`config.mk`:
```
export PLATFORM = sky130hd
export DESIGN_NAME = spi_master_fifo
export DESIGN_NICKNAME = d
export VERILOG_FILES = /design/src/rtl/spim_pkg.sv /design/src/rtl/spim_fifo.sv /design/src/rtl/spi_master_fifo.sv
export SDC_FILE = /design/constraint.sdc
export NUM_CORES = 1
export LEC_CHECK = 0
export BUFFER_PORTS_ARGS = -buffer_cell sky130_fd_sc_hd__buf_2
export CELL_PAD_IN_SITES_DETAIL_PLACEMENT = 1
export CELL_PAD_IN_SITES_GLOBAL_PLACEMENT = 1
export CORE_AREA = 4 4 129 131
export CTS_BUF_LIST = sky130_fd_sc_hd__clkbuf_16
export DETAILED_ROUTE_END_ITERATION = 6
export DIE_AREA = 0 0 133 135
export PLACE_DENSITY = 0.72
export SYNTH_ARGS = -nofsm -noshare
export SYNTH_HDL_FRONTEND = slang
export SYNTH_SLANG_ARGS = --single-unit
```
`constraint.sdc`:
```
create_clock -name clk6x -period 2.85 [get_ports clk6x]
set_input_delay 0.7125 -clock clk6x [delete_from_list [all_inputs] [get_ports clk6x]]
set_output_delay 0.7125 -clock clk6x [all_outputs]
set_load 0.05 [all_outputs]
```
`src/rtl/spim_pkg.sv`:
```
// spim_pkg: register map, CTRL bit positions, engine states and SPI mode constants for spi_master_fifo
package spim_pkg;
  localparam logic [1:0] ADDR_CTRL  = 2'd0;
  localparam logic [1:0] ADDR_DATA  = 2'd1;
  localparam logic [1:0] ADDR_RXLVL = 2'd2;
  localparam logic [1:0] ADDR_TXLVL = 2'd3;
  localparam int CTRL_FLUSH   = 7;
  localparam int CTRL_MODE    = 6;
  localparam int CTRL_K_LSB   = 3;
  localparam int CTRL_TGT_LSB = 0;
  localparam logic MODE0 = 1'b0;
  localparam logic MODE3 = 1'b1;
  typedef enum logic [1:0] {IDLE, LOAD, SHIFT, DONE} state_t;
endpackage

```
`src/rtl/spim_fifo.sv`:
```
// spim_fifo: byte-wide synchronous FIFO with flush, occupancy level and full/empty flags
module spim_fifo #(
  parameter int DEPTH = 4,
  localparam int AW = $clog2(DEPTH)
) (
  input  logic          clk6x,
  input  logic          rst,
  input  logic          flush,
  input  logic          push,
  input  logic          pop,
  input  logic [7:0]    wdata,
  output logic [7:0]    rdata,
  output logic [AW:0]   level,
  output logic          full,
  output logic          empty
);
  logic [7:0]    r_mem [DEPTH];
  logic [AW-1:0] r_wp, r_rp;
  logic [AW:0]   r_lvl;
  logic          w_pop, w_push;
  assign empty  = r_lvl == '0;
  assign full   = r_lvl == (AW+1)'(DEPTH);
  assign level  = r_lvl;
  assign rdata  = r_mem[r_rp];
  assign w_pop  = pop && !empty;
  // a pop in the same cycle frees the slot a push into a full FIFO needs
  assign w_push = push && (!full || w_pop);
  always_ff @(posedge clk6x or posedge rst) begin
    if (rst) begin
      r_wp  <= '0;
      r_rp  <= '0;
      r_lvl <= '0;
    end else if (flush) begin
      r_wp  <= '0;
      r_rp  <= '0;
      r_lvl <= '0;
    end else begin
      if (w_push) r_wp <= r_wp + 1'b1;
      if (w_pop) r_rp <= r_rp + 1'b1;
      r_lvl <= r_lvl + (AW+1)'(w_push) - (AW+1)'(w_pop);
    end
  end
  always_ff @(posedge clk6x)
    if (w_push && !flush) r_mem[r_wp] <= wdata;
endmodule

```
`src/rtl/spi_master_fifo.sv`:
```
// spi_master_fifo: register-mapped SPI master with TX/RX FIFOs, NCS chip-selects, mode 0/3, 2^K divider.
// Define SPIM_DONE_IRQ_EN to build the irq_o done interrupt.
module spi_master_fifo
  import spim_pkg::*;
#(
  parameter int NCS        = 3,
  parameter int FIFO_DEPTH = 4
) (
  input  logic           clk6x,
  input  logic           rst,
  input  logic [1:0]     reg_addr,
  input  logic           reg_wr_en,
  input  logic           reg_rd_en,
  input  logic [7:0]     data_i,
  output logic [7:0]     data_o,
  output logic           spi_sck,
  output logic           spi_mosi,
  input  logic           spi_miso,
  output logic [NCS-1:0] cs_n_o
`ifdef SPIM_DONE_IRQ_EN
  ,
  output logic           irq_o
`endif
);
  localparam int LW = $clog2(FIFO_DEPTH) + 1;
  state_t r_state, w_next;
  logic [2:0] r_ctrl_tgt, r_ctrl_k, r_tgt, r_k;
  logic r_ctrl_mode, r_ovf, r_discard, r_sck;
  logic [6:0] r_div;
  logic [3:0] r_half;
  logic [7:0] r_tx, r_rx, w_rd, w_tx_rdata, w_rx_rdata;
  logic [LW-1:0] w_tx_lvl, w_rx_lvl;
  logic w_ctrl_wr, w_data_wr, w_data_rd, w_flush, w_half_end, w_busy;
  logic w_tx_full, w_tx_empty, w_rx_full, w_rx_empty, w_rx_push;
  assign w_ctrl_wr  = reg_wr_en && reg_addr == ADDR_CTRL;
  assign w_data_wr  = reg_wr_en && reg_addr == ADDR_DATA;
  assign w_data_rd  = reg_rd_en && reg_addr == ADDR_DATA;
  assign w_flush    = w_ctrl_wr && data_i[CTRL_FLUSH];
  assign w_half_end = r_state == SHIFT && r_div == (7'd1 << r_k) - 7'd1;
  assign w_busy     = r_state != IDLE || !w_tx_empty;
  assign w_rx_push  = r_state == DONE && !r_discard && !w_flush;
  assign spi_sck    = r_sck;
  assign spi_mosi   = r_tx[7];
  for (genvar g = 0; g < NCS; g++) begin : g_cs
    assign cs_n_o[g] = r_tgt != 3'(g + 1);
  end
  assign w_rd = reg_addr == ADDR_CTRL  ? {w_busy, w_rx_empty, w_tx_full, r_ovf, r_ctrl_mode, r_ctrl_tgt} :
                reg_addr == ADDR_DATA  ? (w_rx_empty ? 8'h00 : w_rx_rdata) :
                reg_addr == ADDR_RXLVL ? 8'(w_rx_lvl) : 8'(w_tx_lvl);
  spim_fifo #(.DEPTH(FIFO_DEPTH)) u_tx (
    .clk6x(clk6x), .rst(rst), .flush(w_flush), .push(w_data_wr), .pop(r_state == LOAD),
    .wdata(data_i), .rdata(w_tx_rdata), .level(w_tx_lvl), .full(w_tx_full), .empty(w_tx_empty)
  );
  spim_fifo #(.DEPTH(FIFO_DEPTH)) u_rx (
    .clk6x(clk6x), .rst(rst), .flush(w_flush), .push(w_rx_push), .pop(w_data_rd),
    .wdata(r_rx), .rdata(w_rx_rdata), .level(w_rx_lvl), .full(w_rx_full), .empty(w_rx_empty)
  );
  always_ff @(posedge clk6x or posedge rst)
    if (rst) r_state <= IDLE;
    else r_state <= w_next;
  // a flush in the same cycle empties TX, so it must not start another byte
  always_comb begin
    w_next = r_state;
    case (r_state)
      IDLE:    w_next = (w_tx_empty || w_flush) ? IDLE : LOAD;
      LOAD:    w_next = SHIFT;
      SHIFT:   w_next = (w_half_end && r_half == 4'd15) ? DONE : SHIFT;
      default: w_next = (w_tx_empty || w_flush) ? IDLE : LOAD;
    endcase
  end
  always_ff @(posedge clk6x or posedge rst) begin
    if (rst) begin
      r_ctrl_tgt  <= '0;
      r_ctrl_k    <= '0;
      r_ctrl_mode <= MODE0;
      r_tgt       <= '0;
      r_k         <= '0;
      r_sck       <= 1'b0;
      r_div       <= '0;
      r_half      <= '0;
      r_tx        <= 8'hFF;
      r_rx        <= '0;
      r_ovf       <= 1'b0;
      r_discard   <= 1'b0;
      data_o      <= '0;
    end else begin
      if (w_ctrl_wr) begin
        r_ctrl_tgt  <= data_i[CTRL_TGT_LSB +: 3];
        r_ctrl_k    <= data_i[CTRL_K_LSB +: 3];
        r_ctrl_mode <= data_i[CTRL_MODE];
      end
      if (r_state == IDLE) begin
        r_tgt <= r_ctrl_tgt;
        r_k   <= r_ctrl_k;
        r_sck <= r_ctrl_mode == MODE3;
      end
      if (r_state == LOAD) begin
        r_tx   <= w_tx_rdata;
        r_div  <= '0;
        r_half <= '0;
      end
      if (r_state == SHIFT) begin
        r_div <= w_half_end ? 7'd0 : r_div + 7'd1;
        if (w_half_end) begin
          r_sck  <= ~r_sck;
          r_half <= r_half + 4'd1;
          // rising edge samples; the falling edge after a sample shifts (skips mode-3 leading fall)
          if (!r_sck) r_rx <= {r_rx[6:0], spi_miso};
          else if (r_half != 4'd0) r_tx <= {r_tx[6:0], 1'b1};
        end
      end
      if (w_flush) r_ovf <= 1'b0;
      else if (r_state == DONE && !r_discard && w_rx_full && !w_data_rd) r_ovf <= 1'b1;
      if (r_state == DONE) r_discard <= 1'b0;
      else if (w_flush && r_state != IDLE) r_discard <= 1'b1;
      if (reg_rd_en) data_o <= w_rd;
    end
  end
`ifdef SPIM_DONE_IRQ_EN
  logic r_irq;
  always_ff @(posedge clk6x or posedge rst)
    if (rst) r_irq <= 1'b0;
    else if (w_ctrl_wr || w_data_wr) r_irq <= 1'b0;
    else if (r_state == DONE && w_next == IDLE) r_irq <= 1'b1;
  assign irq_o = r_irq;
`endif
endmodule

```
==> run_results.csv <==
group,metric,value,unit
placement,portBuffers,27,
critical_path,critPathMostFrequentCell,"xnor2_1",
floorplanning,initial_core_util,0.379,
yosys,synth_warnings,0,
floorplanning,coreArea,0.0156,sq mm
critical_path,cp_max_fo,7,
sta,slew_headroom,0.576,
detailed_routing,vias,3436,
run,maxCapViolations,0,
placement,postPlaceCellArea,0.00634,sq mm
sta,fin_setup_tns,0,ps
clocking,cts_buffers,17,
clocking,clk_pin_slew,60,ps
sta,finalCriticalPeriod,2580,ps
yosys,synth_cell_types,54,
placement,gp_congestion,0.769,
grt,grtUsageTotal,0.152,
final_layout,post-route-util,0.443,
critical_path,crit_chain,"buf_2, nor2b_1, a2111oi_0, buf_4, nor3b_2, and2_1, ha_1, inv_1, fa_1, xnor2_1, xnor2_1, nor2_1",
power,ir_worst_vdd,0.618,mV
floorplanning,fp-row-count,46,
floorplanning,die_area,0.0180,sq mm
detailed_routing,wl_per_cell,18.5,um
placement,hpwl,8830,um
critical_path,slowest_stage,"nor3b_2",
final_layout,fin_area,0.00691,sq mm
grt,grt_pass1_vias,3831,
sta,slew_viol_final,0,
placement,preCtsSetupSlack,-156,ps
clocking,cts_setup_buffers,0,
critical_path,worstPathArrival,2860,ps
critical_path,rr_startpoint,"u_rx.level[0]",
status,status,"completed",
clocking,clock_latency,420,ps
critical_path,r2r_setup_slack,290,ps
clocking,hold_buffers,0,
floorplanning,io_pins,28,
critical_path,end_kind,"flip-flop",
sta,skew,8.40,ps
floorplanning,die_x,133,um
clocking,h-tree-depth,4,
power,p_per_area,1060,mW/mm^2
sta,fmax,0.387,GHz
clocking,post_cts_resized,0,
critical_path,cpPeakStageDelay,400,ps
clocking,cts.path.max_buffers,2,
critical_path,timing_worst_setup_path_type,"in -> reg",
yosys,syn_area,0.00591,sq mm
power,p_leak,0.00273,uW
yosys,syn_nets,445,
final_layout,drive_gt1_frac,0.312,
critical_path,required,3130,ps
yosys,yosysSeqAreaShare,0.611,
final_layout,final_cell_mix,"edfxtp_1 (64), dfrtp_1 (59), mux2_2 (31), buf_2 (27), inv_1 (25)",
sta,hold_viol_final,0,
final_layout,nNetsFinal,488,
final_layout,num_antenna_cells,0,
sta,rsz0062_at_grt,"no",
detailed_routing,detail-route-antenna-nets,0,
sta,setup_violations,0,
critical_path,cp-startpoint,"reg_addr[0]",
clocking,cts.sinks,131,
clocking,cts_tree,"yes",
floorplanning,dieHeight,135,um
detailed_routing,viasPerCell,5.05,
yosys,synth_edf_count,64,
critical_path,reg2reg_depth,10,
grt,grt_first_pass_wirelength,21000,um
detailed_routing,drt_pass1_iterations,4,
detailed_routing,route.final.wire_length,12600,um
yosys,ys.flop_type,"edfxtp_1",
yosys,avgSynthCellArea,14.4,sq um
grt,antenna_found_initial,0,
worst_hold_path,hold_path.class,"in -> async",
sta,tightest_slew,636,ps
yosys,synth-seq-cells,131,
final_layout,area_delta_synth_final,16.9,%
critical_path,cp-start-kind,"input port",
clocking,clock-root-buffer,"clkbuf_16",
critical_path,r2r_end,"u_rx.level[2]",
grt,grt_overflow_total,0,
yosys,postSynth.asyncResetShare,0.511,
sta,post-route-period-util,0.907,
grt,grt_max_degree,50,
yosys,netlist_instances,409,
final_layout,mostFrequentLayoutCell,"edfxtp_1",
detailed_routing,drtIter0Drc,158,
sta,fin_ws,265,ps
detailed_routing,drc,0,
[stage by stage]
| step | total power, uW | instances | hold slack [ps] |
|---|---|---|---|
| floorplan | 4680 | 409 | 463 |
| global placement | 5160 | 649 | 500 |
| detailed placement | 5300 | 649 | 509 |
| CTS | 7440 | 681 | 325 |
| global route | 7820 | 681 | 335 |
| finish | 7340 | 681 | 312 |
[worst max-delay path by stage]
stage / cells past startpoint / end / slack [ps]
CTS: 12 / u_rx.level[2] / 270
detailed placement: 12 / u_rx.level[2] / -160
global placement: 12 / u_rx.level[2] / -20
floorplan: 11 / u_rx.level[2] / 60
global route: 12 / u_rx.level[2] / 90
finish: 12 / u_rx.level[2] / 270
[cells by family after synthesis]
family                     share of synthesized area
and+or+nand+nor                               0.0890
xor gates and xnor gates                      0.0133
adders and majority gates                     0.0470
DFF                                            0.611
buffers and inverters                         0.0301
muxes                                          0.157
AOI/OAI and AO/OA                             0.0532
[where the power goes]
| group | total (uW) | switching [uW] | internal [uW] |
|---|---|---|---|
| Clock | 2100 | 824 | 1280 |
| Sequential | 3080 | 513 | 2560 |
| Combinational | 2160 | 1130 | 1030 |
| Total | 7340 | 2470 | 4870 |
[cell usage after synthesis, drive strengths merged (2+ instances only)]
| library cell | n | share of area |
|---|---|---|
| xor2 | 3 | 0.0044 |
| o31ai | 3 | 0.0047 |
| inv | 24 | 0.015 |
| nor3b | 2 | 0.0025 |
| dfstp | 8 | 0.036 |
| or3b | 3 | 0.0044 |
| nand2 | 14 | 0.0093 |
| buf | 9 | 0.010 |
| nand4 | 2 | 0.0021 |
| mux4 | 18 | 0.069 |
| and2 | 13 | 0.014 |
| nand3b | 2 | 0.0025 |
| dfrtp | 59 | 0.25 |
| and3 | 8 | 0.0085 |
| nor2 | 24 | 0.015 |
| a22oi | 2 | 0.0025 |
| o21ai | 15 | 0.013 |
| edfxtp | 64 | 0.33 |
| xnor2 | 6 | 0.0089 |
| o22ai | 3 | 0.0032 |
| ha | 19 | 0.040 |
| a31o | 2 | 0.0030 |
| mux2i | 5 | 0.0085 |
| mux2 | 39 | 0.079 |
| a211oi | 2 | 0.0025 |
| nand3 | 10 | 0.0085 |
| nor2b | 3 | 0.0032 |
| a21oi | 6 | 0.0051 |
| clkbuf | 7 | 0.0044 |
| or3 | 6 | 0.0064 |
| nor3 | 7 | 0.0059 |
| fa | 2 | 0.0068 |
| a31oi | 4 | 0.0042 |
[layer usage]
metal	share of wire	global-route usage	up-vias
met4	0.011	0.0450	0
met2	0.50	0.253	55
met1	0.45	0.194	1767
met5	0	0	-
li1	-	-	1601
met3	0.038	0.0447	13
[critical path, delay by kind of cell]
family	cells	cell delay [ps]
buf+inv	3	300
xor+xnor	2	320
compound gates	1	140
simple gates	4	870
fa+ha+maj	2	520
[state kept, by name, indices dropped and copies added (netlist names), 3 cells and up]
register	count
r_tgt	3
r_tx	8
data_o	8
u_rx.level	3
r_ctrl_k	3
r_half	4
u_tx.r_mem	32
r_rx	8
r_ctrl_tgt	3
r_div	7
r_k	3
u_tx.level	3
u_rx.r_mem	32
[area by class of cell]
| class | instances | area (sq um) |
|---|---|---|
| repair buffers | 40 | 245 |
| inverters | 24 | 90.1 |
| multi-input cells | 238 | 2130 |
| flip-flops and latches | 131 | 3610 |
| clock buffers | 17 | 425 |
| clock inverters | 15 | 143 |
| well taps | 216 | 270 |
| fillers | 1585 | 8690 |
Note: power is estimated with default switching activity, not from simulation.
